==> config.mk <==
export PLATFORM = sky130hd
export DESIGN_NAME = fifo_reader
export DESIGN_NICKNAME = d
export VERILOG_FILES = /design/src/rtl/fifo_pkg.sv /design/src/rtl/fifo_out_reg.sv /design/src/rtl/fifo_reader.sv
export SDC_FILE = /design/constraint.sdc
export NUM_CORES = 1
export LEC_CHECK = 0
export ABC_AREA = 1
export BUFFER_PORTS_ARGS = -buffer_cell sky130_fd_sc_hd__buf_2
export CAP_MARGIN = 20
export CELL_PAD_IN_SITES_DETAIL_PLACEMENT = 1
export CELL_PAD_IN_SITES_GLOBAL_PLACEMENT = 2
export CORE_ASPECT_RATIO = 0.6
export CORE_MARGIN = 5
export CORE_UTILIZATION = 22
export DETAILED_ROUTE_END_ITERATION = 10
export PLACE_DENSITY = 0.7
export SYNTH_ARGS = -nofsm -noshare
export SYNTH_HDL_FRONTEND = slang
export SYNTH_SLANG_ARGS = --single-unit
export TNS_END_PERCENT = 5
==> constraint.sdc <==
create_clock -name i_clk -period 1.1 [get_ports i_clk]
set_clock_uncertainty 0.05 [all_clocks]
set_input_delay 0.165 -clock i_clk [delete_from_list [all_inputs] [get_ports i_clk]]
set_output_delay 0.165 -clock i_clk [all_outputs]
set_load 0.02 [all_outputs]
==> src/rtl/fifo_pkg.sv <==
// Shared defaults, FSM state type and counter-width helper for the FIFO burst reader.
package fifo_pkg;

  localparam int BW_DEF     = 8;
  localparam int LGFLEN_DEF = 4;

  typedef enum logic {
    IDLE  = 1'b0,
    BURST = 1'b1
  } state_t;

  // Bits needed to hold values 0..max_val inclusive.
  function automatic int cnt_w(input int max_val);
    return (max_val < 1) ? 1 : $clog2(max_val + 1);
  endfunction

endpackage

==> src/rtl/fifo_out_reg.sv <==
// Downstream output register: loads on a FIFO pop, holds while stalled, drops valid on accept.
module fifo_out_reg
  import fifo_pkg::*;
#(
  parameter int BW = BW_DEF
) (
  input  logic          i_clk,
  input  logic          i_reset_n,
  input  logic          i_load,
  input  logic [BW-1:0] i_data,
  input  logic          i_ready,
  output logic          o_valid,
  output logic [BW-1:0] o_data
);

  // The reader only pops when the register is empty or being drained,
  // so a load never overwrites a word the consumer has not taken.
  always_ff @(posedge i_clk or negedge i_reset_n) begin
    if (!i_reset_n) begin
      o_valid <= 1'b0;
      o_data  <= '0;
    end else if (i_load) begin
      o_valid <= 1'b1;
      o_data  <= i_data;
    end else if (o_valid && i_ready) begin
      o_valid <= 1'b0;
    end
  end

endmodule

==> src/rtl/fifo_reader.sv <==
// Burst reader draining a show-ahead FIFO into a valid/ready stream.
// Define FIFO_READER_TIMEOUT_EN to also flush partial bursts after TIMEOUT idle cycles.
module fifo_reader #(
  parameter int BW      = fifo_pkg::BW_DEF,
  parameter int LGFLEN  = fifo_pkg::LGFLEN_DEF,
  parameter int BURST   = 4,
  parameter int TIMEOUT = 15
) (
  input  logic            i_clk,
  input  logic            i_reset_n,
  input  logic [BW-1:0]   i_fifo_data,
  input  logic            i_fifo_empty,
  input  logic [LGFLEN:0] i_fifo_fill,
  output logic            o_fifo_rd,
  output logic            o_valid,
  output logic [BW-1:0]   o_data,
  input  logic            i_ready,
  output logic            o_busy
);

  localparam int              RW         = fifo_pkg::cnt_w(BURST);
  localparam logic [LGFLEN:0] BURST_FILL = (LGFLEN+1)'(BURST);
  localparam logic [RW-1:0]   BURST_CNT  = RW'(BURST);

  if (BURST < 1 || BURST > (1 << LGFLEN)) begin : g_bad_burst
    $error("fifo_reader: BURST must be in 1..(1<<LGFLEN)");
  end
  if (TIMEOUT < 1) begin : g_bad_timeout
    $error("fifo_reader: TIMEOUT must be at least 1");
  end

  // States are package-qualified: the BURST parameter shares its name with a state.
  fifo_pkg::state_t r_state, w_next;
  logic [RW-1:0]    r_remain;
  logic             w_go_full, w_go_part, w_rd, w_valid;

  assign w_go_full = (i_fifo_fill >= BURST_FILL);

`ifdef FIFO_READER_TIMEOUT_EN
  localparam int            WW          = fifo_pkg::cnt_w(TIMEOUT);
  localparam logic [WW-1:0] TIMEOUT_CNT = WW'(TIMEOUT);

  logic [WW-1:0] r_wait;

  // Held at zero outside IDLE, so every IDLE visit starts a fresh wait.
  always_ff @(posedge i_clk or negedge i_reset_n) begin
    if (!i_reset_n)
      r_wait <= '0;
    else if (r_state != fifo_pkg::IDLE || i_fifo_fill == '0)
      r_wait <= '0;
    else if (r_wait != TIMEOUT_CNT)
      r_wait <= r_wait + 1'b1;
  end

  assign w_go_part = !w_go_full && (r_wait == TIMEOUT_CNT) && (i_fifo_fill != '0);
`else
  assign w_go_part = 1'b0;
`endif

  always_ff @(posedge i_clk or negedge i_reset_n) begin
    if (!i_reset_n) r_state <= fifo_pkg::IDLE;
    else            r_state <= w_next;
  end

  always_comb begin
    w_next = r_state;
    unique case (r_state)
      fifo_pkg::IDLE:
        if (w_go_full || w_go_part) w_next = fifo_pkg::BURST;
      fifo_pkg::BURST:
        if (r_remain == '0 || (r_remain == RW'(1) && w_rd)) w_next = fifo_pkg::IDLE;
    endcase
  end

  always_comb begin
    o_busy = (r_state == fifo_pkg::BURST);
    w_rd   = (r_state == fifo_pkg::BURST) && (r_remain != '0) && !i_fifo_empty &&
             (!w_valid || i_ready);
  end

  // A partial load only happens with fill < BURST, so it fits in RW bits.
  always_ff @(posedge i_clk or negedge i_reset_n) begin
    if (!i_reset_n)
      r_remain <= '0;
    else if (r_state == fifo_pkg::IDLE) begin
      if (w_go_full)      r_remain <= BURST_CNT;
      else if (w_go_part) r_remain <= RW'(i_fifo_fill);
    end else if (w_rd)
      r_remain <= r_remain - 1'b1;
  end

  fifo_out_reg #(.BW(BW)) u_out (
    .i_clk     (i_clk),
    .i_reset_n (i_reset_n),
    .i_load    (w_rd),
    .i_data    (i_fifo_data),
    .i_ready   (i_ready),
    .o_valid   (w_valid),
    .o_data    (o_data)
  );

  assign o_fifo_rd = w_rd;
  assign o_valid   = w_valid;

endmodule
==> impl_metrics.py <==
metrics = {
    "timing": {
        "max_freq_mhz": 733,
        "max_slew_margin_pct": 79.4,
        "tightest_slew_ps": 309,
        "finalHoldViolations": 0,
        "final_critical_path_setup_slack_ps": -264,
        "final.period_utilization_pct": 124,
        "timing.final.setup_violations": 15,
        "layout_min_cycle_time_ps": 1360,
        "rsz0062_at_grt": "yes",
        "timing.final.max_slew_violations": 0,
    },
    "synth": {
        "number_of_standard_cells_after_synthesis": 76,
        "ys_types": 14,
        "syn-cell-area_um2": 631,
        "yosys-mux-area-fraction_pct": 0,
        "syn_nets": 96,
        "synth_simple_gate_area_share_pct": 30.6,
        "yosys_warnings": 0,
        "ys_ff_latch": 13,
        "area_share_of_xor_xnor_cells_in_the_synthesized_design_pct": 1.39,
        "seq_area_frac_synth_pct": 51.6,
        "avgSynthCellArea_um2": 8.30,
        "synth_fa_ha_area_share_pct": 5.95,
        "synth_top_family_by_area": "simple AND/OR/NAND/NOR gates",
        "synth-compound-area-share_pct": 0.992,
    },
    "grt": {
        "grt_overflow": 0,
        "wire_length_of_the_first_global_routing_pass_mm": 2.76,
        "grt_max_degree": 14,
        "track_usage_pct": 9.29,
        "vias_in_the_first_global_route": 630,
        "grt_antenna_before_repair": 0,
    },
    "clocking": {
        "cts_made_buffers": 3,
        "cts_tree": "yes",
        "cts.root.buffer_cell": "clkbuf_8",
        "clock_tree.buffer_depth": 2,
        "clock_sinks": 13,
        "ctsHtreeMaxLevel": 1,
        "clk_pin_slew_ps": 50,
        "worst_skew_pair.late_latency_ps": 250,
    },
    "run": {
        "max_cap_viol_count": 0,
    },
    "floorplan": {
        "fp.dieArea_um2": 4070,
        "floorplan.die.width_um": 79.1,
        "ios": 28,
        "core.rowCount": 15,
        "placeable_core_area_um2": 2820,
        "start_util_pct": 22.4,
        "dieHeight_um": 51.5,
    },
    "routing": {
        "drt_first_pass_iters": 4,
        "routed_wl_mm": 1.75,
        "viasPerCell": 4.03,
        "drt_first_iter_violations": 11,
        "avgRoutedWirePerCell_um": 11.2,
        "via_count": 632,
        "drtAntennaViolNets": 0,
        "drc": 0,
    },
    "setup_path": {
        "reg2reg_from": "r_remain[0]",
        "timing.critical_path.arrival_ps": 1150,
        "worst-setup-path-type": "flip-flop to output pin",
        "worstPathRequired_ps": 880,
        "critPathMaxFanout": 2,
        "type_of_element_capturing_the_critical_path": "output pin",
        "critical_path.startpoint": "r_remain[1]",
        "crit_path_start_kind": "flip-flop",
    },
    "pwr": {
        "power.total_mw": 3.02,
        "p_per_area_nw_per_um2": 2930,
        "power.static_leakage_nw": 0.592,
        "max-vdd-ir-drop_mv": 0.874,
    },
    "final_layout": {
        "antenna_cells": 0,
        "multi_input_area_um2": 268,
        "final_core_utilization_pct": 36.5,
        "final.fill_count": 352,
        "mostFrequentLayoutCell": "nand2_1",
        "layout-drive-gt1-share_pct": 46.3,
        "finish.net_count": 144,
        "layout.cells.most_common_list": "36 x nand2_1, 23 x buf_2, 18 x buf_4, 12 x dfrtp_1, 6 x inv_1",
        "area_growth_pct": 63.1,
        "final-seq-area_um2": 327,
    },
    "hold_path": {
        "worst_hold_path_type": "input pin to flip-flop",
        "hold_path_start": "i_fifo_data[7]",
    },
    "outcome": {
        "failed_checks": "setup timing",
        "run_status": "finished, violations left",
    },
    "place": {
        "pre_cts_ws_ps": -130,
        "placement.io_buffers": 25,
        "routability_congestion_estimate": 0.678,
        "dp.final_hpwl_mm": 1.31,
    },
}
==> final timing paths <==
kind,endpoint,slack (ps),depth (start not counted)
worst max-delay path,o_fifo_rd,-260,6
worst min-delay path,u_out.o_data[7],60,3
worst max register to register,r_remain[2],-220,8
worst min register to register,u_out.o_data[2],430,2
max in group asynchronous,o_busy,450,2
min in group asynchronous,u_out.o_data[2],290,2
==> critical path, cell delays in order, from the launching register on <==
cell and delay (ps):
dfrtp_1 360, inv_2 60, ha_4 160, nand2_4 60, nand4_4 90, inv_4 70, buf_6 110
==> area by class of cell <==
| cell class | instances | share of cell area (%) |
|---|---|---|
| inverters | 11 | 4.26 |
| repair buffers | 45 | 29.4 |
| clock buffers | 4 | 4.38 |
| multi-input cells | 50 | 26.0 |
| well taps | 34 | 4.14 |
| flip-flops and latches | 13 | 31.8 |
==> report_power, final <==
part           internal (mW)  leakage (nW)  switching [mW]
clock                  0.256        0.0228           0.178
combinational          0.835         0.409           0.899
sequential             0.710         0.160           0.137
==> metrics by stage <==
stage / setup TNS, ps / instances / area, um^2 / hold WS [ps]
2_1_floorplan: -590 / 76 / 654 / -181
3_3_place_gp: -877 / 146 / 910 / 28.1
3_5_place_dp: -1330 / 146 / 910 / 23.3
4_1_cts: -2930 / 155 / 1010 / 52.7
5_1_grt: -3740 / 157 / 1030 / 60.1
6_report: -2760 / 157 / 1030 / 58.1
==> sequential cells by signal, summed over array words and instances (netlist names) <==
name,cells
r_remain,3
u_out.o_data,8
u_out.o_valid,1
o_busy,1
==> cell families after synthesis <==
group | Yosys count
XOR/XNOR | 1
AND/OR/NAND/NOR | 45
flip-flops | 13
buffers and inverters | 13
adder cells (fa/ha/maj) | 3
AO/OA/AOI/OAI | 1
==> cell usage after synthesis <==
master | count | area [um^2]
a31oi_1 | 1 | 6.26
buf_4 | 1 | 7.51
buf_6 | 1 | 11.3
clkinv_1 | 1 | 3.75
dfrtp_1 | 13 | 325
ha_1 | 3 | 37.5
inv_1 | 8 | 30.0
inv_2 | 2 | 7.51
nand2_1 | 38 | 143
nand2_2 | 1 | 6.26
nand3_1 | 3 | 15.0
nand4_4 | 1 | 21.3
nor2_1 | 2 | 7.51
xnor2_1 | 1 | 8.76
==> routing by layer <==
metal	part of all wire [%]	GRT usage [%]	routed length (um)
met5	0	0	0
met1	45	10.7	790
met4	2.1	4.29	36
met3	4.9	3.87	86
met2	48	15.1	838
==> timing repair <==
item                                   in CTS  in global routing
setup endpoints to repair                  15                 15
gates resized for setup                     6                  1
buffers inserted                            4                  2
hold buffers                                1                  0
endpoints found under the hold margin      13                  0
(Power assumes the default switching activity.)
